`config.mk`:
```
export PLATFORM = sky130hd
export DESIGN_NAME = pipe_hazard_ctrl
export DESIGN_NICKNAME = d
export VERILOG_FILES = /design/src/rtl/pipe_hazard_ctrl.sv
export SDC_FILE = /design/constraint.sdc
export NUM_CORES = 1
export LEC_CHECK = 0
export ABC_AREA = 1
export BUFFER_PORTS_ARGS = -buffer_cell sky130_fd_sc_hd__buf_2
export CORE_ASPECT_RATIO = 1.4
export CORE_MARGIN = 10
export CORE_UTILIZATION = 50
export DETAILED_ROUTE_END_ITERATION = 12
export PLACE_DENSITY = 0.78
export SETUP_SLACK_MARGIN = 0.1
export SYNTH_ARGS = -nofsm -noshare
export SYNTH_HDL_FRONTEND = slang
export SYNTH_SLANG_ARGS = --single-unit
export TNS_END_PERCENT = 20
```
`constraint.sdc`:
```
create_clock -name clk -period 2.35 [get_ports clk]
set_input_delay 0 -clock clk [delete_from_list [all_inputs] [get_ports clk]]
set_output_delay 0 -clock clk [all_outputs]
set_load 0.05 [all_outputs]
```
`src/rtl/pipe_hazard_ctrl.sv`:
```
// Stall/flush sequencer for the 5-stage pipeline: load-use bubbles, branch/jump flushes, data-memory waits.
// Optional build macro PIPE_PERF_CNT_EN adds saturating performance counters.
module pipe_hazard_ctrl #(
  parameter int MEM_TIMEOUT = 64,
  parameter int CNT_W       = 8
) (
  input  logic       clk,
  input  logic       reset,
  input  logic       ID_EX_MemRead,
  input  logic [4:0] ID_EX_RegWriteAddr,
  input  logic [4:0] IF_ID_Rs,
  input  logic [4:0] IF_ID_Rt,
  input  logic       ID_Jump,
  input  logic       EX_BranchTaken,
  input  logic       EX_MEM_MemRead,
  input  logic       EX_MEM_MemWrite,
  input  logic       mem_ready,
  output logic       PC_write,
  output logic       IF_ID_write,
  output logic       IF_ID_flush,
  output logic       ID_EX_flush,
  output logic       EX_MEM_write,
  output logic       MEM_WB_bubble,
`ifdef PIPE_PERF_CNT_EN
  output logic [31:0] perf_mem_stall,
  output logic [31:0] perf_loaduse,
  output logic [31:0] perf_flush,
`endif
  output logic       mem_err
);

  typedef enum logic [1:0] {
    RUN      = 2'd0,
    MEM_WAIT = 2'd1,
    ERR      = 2'd2
  } state_t;

  state_t           state_reg;
  logic [CNT_W-1:0] cnt_reg;
  logic             mem_err_reg;

  logic memreq;
  logic memstall;
  logic loaduse;
  logic freeze;

  assign memreq   = EX_MEM_MemRead | EX_MEM_MemWrite;
  assign memstall = memreq & ~mem_ready;
  assign loaduse  = ID_EX_MemRead && (ID_EX_RegWriteAddr != 5'd0) &&
                    ((ID_EX_RegWriteAddr == IF_ID_Rs) || (ID_EX_RegWriteAddr == IF_ID_Rt));

  // MEM_WAIT holds the freeze until mem_ready, regardless of what sits in MEM.
  assign freeze = (state_reg == ERR) ||
                  ((state_reg == MEM_WAIT) && !mem_ready) ||
                  ((state_reg == RUN) && memstall);

  always_ff @(posedge clk or negedge reset) begin
    if (!reset) begin
      state_reg   <= RUN;
      cnt_reg     <= '0;
      mem_err_reg <= 1'b0;
    end else begin
      case (state_reg)
        RUN: begin
          if (memstall) begin
            state_reg <= MEM_WAIT;
            cnt_reg   <= CNT_W'(1);
          end
        end
        MEM_WAIT: begin
          // A completion on the timeout cycle still counts as success.
          if (mem_ready) begin
            state_reg <= RUN;
            cnt_reg   <= '0;
          end else if (cnt_reg == CNT_W'(MEM_TIMEOUT)) begin
            state_reg   <= ERR;
            mem_err_reg <= 1'b1;
          end else begin
            cnt_reg <= cnt_reg + CNT_W'(1);
          end
        end
        ERR: begin
          mem_err_reg <= 1'b1;
        end
        default: begin
          state_reg <= RUN;
          cnt_reg   <= '0;
        end
      endcase
    end
  end

  assign mem_err = mem_err_reg;

  always_comb begin
    PC_write      = 1'b0;
    IF_ID_write   = 1'b0;
    IF_ID_flush   = 1'b0;
    ID_EX_flush   = 1'b0;
    EX_MEM_write  = 1'b0;
    MEM_WB_bubble = 1'b0;
    if (!reset) begin
      MEM_WB_bubble = 1'b0;
    end else if (freeze) begin
      MEM_WB_bubble = 1'b1;
    end else if (EX_BranchTaken) begin
      PC_write     = 1'b1;
      IF_ID_write  = 1'b1;
      IF_ID_flush  = 1'b1;
      ID_EX_flush  = 1'b1;
      EX_MEM_write = 1'b1;
    end else if (loaduse) begin
      ID_EX_flush  = 1'b1;
      EX_MEM_write = 1'b1;
    end else if (ID_Jump) begin
      PC_write     = 1'b1;
      IF_ID_write  = 1'b1;
      IF_ID_flush  = 1'b1;
      EX_MEM_write = 1'b1;
    end else begin
      PC_write     = 1'b1;
      IF_ID_write  = 1'b1;
      EX_MEM_write = 1'b1;
    end
  end

`ifdef PIPE_PERF_CNT_EN
  logic [2:0]  perf_inc;
  logic [31:0] perf_cnt_reg [3];

  // A bubble without an IF_ID flush can only be the load-use case.
  assign perf_inc[0] = MEM_WB_bubble & (state_reg != ERR);
  assign perf_inc[1] = ID_EX_flush & ~IF_ID_flush;
  assign perf_inc[2] = IF_ID_flush;

  genvar gi;
  generate
    for (gi = 0; gi < 3; gi++) begin : g_perf
      always_ff @(posedge clk or negedge reset) begin
        if (!reset) begin
          perf_cnt_reg[gi] <= '0;
        end else if (perf_inc[gi] && (perf_cnt_reg[gi] != 32'hFFFF_FFFF)) begin
          perf_cnt_reg[gi] <= perf_cnt_reg[gi] + 32'd1;
        end
      end
    end
  endgenerate

  assign perf_mem_stall = perf_cnt_reg[0];
  assign perf_loaduse   = perf_cnt_reg[1];
  assign perf_flush     = perf_cnt_reg[2];
`endif

endmodule
```
==> impl_metrics.tcl <==
set metrics [dict create \
    port_buffers 29 \
    synth_top_area_share_pct 27.3 \
    syn_nets 169 \
    arrival_ns 1.62 \
    synth_cells 144 \
    area_delta_synth_final_pct 18.7 \
    drt_first_pass_iters 4 \
    dpl_worst_slack_ns 0.836 \
    crit_required_ns 2.35 \
    min_from "mem_ready" \
    syn_avg_cell_area_sq_um 7.01 \
    dpl_cell_area_sq_um 1160 \
    critPathMaxFanout 3 \
    hpwl_mm 2.14 \
    clockRootBuffer "clkbuf_4" \
    worstReg2RegEnd "cnt_reg[7]" \
    num_antenna_cells 0 \
    worstSetupPathType "reg -> out" \
    rows 19 \
    total_power_w 0.000389 \
    synth.largest_area_cell "dfrtp_1" \
    drc 0 \
    die_x_um 58.0 \
    outcome "completed" \
    slew_headroom_pct 81.1 \
    ant_nets 0 \
    r2r_start "cnt_reg[0]" \
    reg2reg_depth 10 \
    grt_pass1_wl_mm 4.39 \
    overflow 0 \
    period_share_pct 68.8 \
    yosys_warnings 0 \
    ioPinCount 30 \
    cts_buffers 3 \
    core_sq_um 1950 \
    finalWeightedCongestion 0.843 \
    grt_antenna_before_repair 0 \
    postCtsResizedCells 0 \
    clock_path_buffers 2 \
    reg2reg_slack_ns 0.83 \
    cp-start-kind "flip-flop" \
    p_leak_nw 0.687 \
    combPwrFrac_pct 16.8 \
    setup_violations 0 \
    power_density_nw_per_um2 325 \
    grt_pass1_vias 1043 \
    viasPerCell 5.12 \
    worstMarginPinSlew_ns 0.283 \
    drt-initial-drc-count 27 \
    p_switching_w 0.000106 \
    path_clk_slew_ns 0.07 \
    cts.htree.levels 1 \
    yosysUniqueCellTypes 29 \
    synthTopCellsByArea "dfrtp_1, nand2_1, inv_1" \
    drive_above_1_share_pct 36.9 \
    largest_reg_flops 8 \
    grt_start_max_net_pins 13 \
    irDropWorstVdd_mv 0.301 \
    setup_tns_ns 0 \
    rsz0062_at_grt "false" \
    seq_area_sq_um 275 \
    p_sw_share_pct 27.4 \
    clk_latency_ns 0.28 \
    worst_slack_ns 0.732 \
    seq_area_frac_synth_pct 27.3 \
    cts_tree "done" \
    cap_violations 0 \
    crit_path_end_kind "output pin" \
    multiInputGateArea_sq_um 602 \
    syn_area_sq_um 1010 \
    vias 1009 \
    nets 202 \
    die_area_sq_um 4240 \
    synth.ff_latch_count 11 \
    die_h_um 73.2 \
    grt_usage_pct 12.9 \
    fillers 185 \
    min_period_ns 1.62 \
    hp-class "in -> reg" \
    clock_sink_count 11 \
    clkPwrFrac_pct 34.6 \
    wl_per_cell_um 12.8 \
    initial_core_util_pct 51.8 \
    cellInternalPower_w 0.000283 \
    p_seq_share_pct 48.6 \
    final_core_util_pct 61.5 \
    wirelength_mm 2.51 \
    min_to "cnt_reg[2]" \
    clock.fmax_mhz 618 \
    drv_slew 0 \
    hold_viol_final 0 \
    finish.instance_area_sq_um 1200 \
    post-cts-setup-buffers 0 \
    hold_depth 4 \
    skew_ns 0.00858 \
]
-- how the worst max path moves through the flow --
| stage | to | slack [ns] | depth (start not counted) | startpoint |
|---|---|---|---|---|
| 6_report | ID_EX_flush | 0.73 | 5 | state_reg[1] |
| 5_1_grt | ID_EX_flush | 0.60 | 5 | state_reg[0] |
| 4_1_cts | ID_EX_flush | 0.71 | 5 | state_reg[1] |
| 3_5_place_dp | cnt_reg[7] | 0.84 | 10 | cnt_reg[0] |
| 3_3_place_gp | cnt_reg[7] | 0.94 | 10 | cnt_reg[0] |
| 2_1_floorplan | ID_EX_flush | 0.29 | 4 | state_reg[1] |
-- routing by layer --
metal / up-vias / track usage, % / routed length (um)
met5: - / 0 / 0
met4: 0 / 8.38 / 65
met3: 5 / 3.14 / 154
met2: 28 / 23.9 / 1350
met1: 457 / 12.0 / 940
li1: 519 / - / -
-- cells by family (layout without fill, tap and decap cells) --
kind of cell / after synthesis / count (layout) / share of synthesized area [%]
XOR/XNOR: 3 / 3 / 2.60
AO/OA/AOI/OAI: 17 / 17 / 13.1
buffers and inverters: 31 / 63 / 13.1
AND/OR/NAND/NOR: 80 / 80 / 41.4
flip-flops: 11 / 11 / 27.3
adder cells (fa/ha/maj): 2 / 2 / 2.48
-- critical path, cell delays in order, from the launching register on --
cell      delay, ns
dfrtp_1        0.40
nor2_2         0.21
nand2_2        0.12
a21oi_2        0.17
a21boi_1       0.16
buf_2          0.27
-- power by group through the flow --
stage                     clock, W  sequential, W  combinational (W)
after global routing      0.000146       0.000189          0.0000732
after global placement           0       0.000193          0.0000611
after detailed placement         0       0.000193          0.0000643
after floorplan                  0       0.000193          0.0000305
after CTS                 0.000142       0.000189          0.0000658
final                     0.000135       0.000189          0.0000652
-- what timing repair did --
item	CTS	global route
hold buffers	1	0
endpoints found under the hold margin	11	0
endpoints found under the setup margin	0	0
-- synth_stat cells --
cell	instances
a21boi_1	1
a21oi_2	1
a31oi_1	1
buf_4	1
buf_6	1
dfrtp_1	11
ha_1	2
inv_1	24
inv_2	4
inv_6	1
nand2_1	37
nand2_2	5
nand2_4	1
nand3_1	6
nand3_2	2
nand4_1	7
nor2_1	11
nor2_2	3
nor2_4	2
nor2_8	1
nor3_2	2
nor3b_1	1
o21ai_0	2
o21ai_1	1
o21ai_2	10
o31ai_1	1
or2_1	1
or2_2	1
xnor2_1	3
-- area by class of cell --
class / instances / share of cell area (%)
timing repair buffer: 30 / 12.9
clock buffer: 4 / 2.19
multi-input combinational: 102 / 50.2
tap: 21 / 2.19
inverter: 29 / 9.50
sequential: 11 / 23.0
-- cell usage in the layout, fill, tap and decap left out, drive strengths merged, types with 2 or more instances in the layout --
| master | n |
|---|---|
| nand2 | 43 |
| buf | 29 |
| inv | 29 |
| nor2 | 17 |
| o21ai | 13 |
| dfrtp | 11 |
| nand3 | 8 |
| nand4 | 7 |
| clkbuf | 4 |
| xnor2 | 3 |
| nor3 | 2 |
| ha | 2 |
| or2 | 2 |
-- stage by stage --
stage	cells	hold slack (ns)
CTS	197	0.0653
global placement	192	-0.114
finish	197	0.0841
detailed placement	192	-0.110
floorplan	144	-0.296
global route	197	0.0631
No activity file was read; power rests on OpenSTA's default activity.
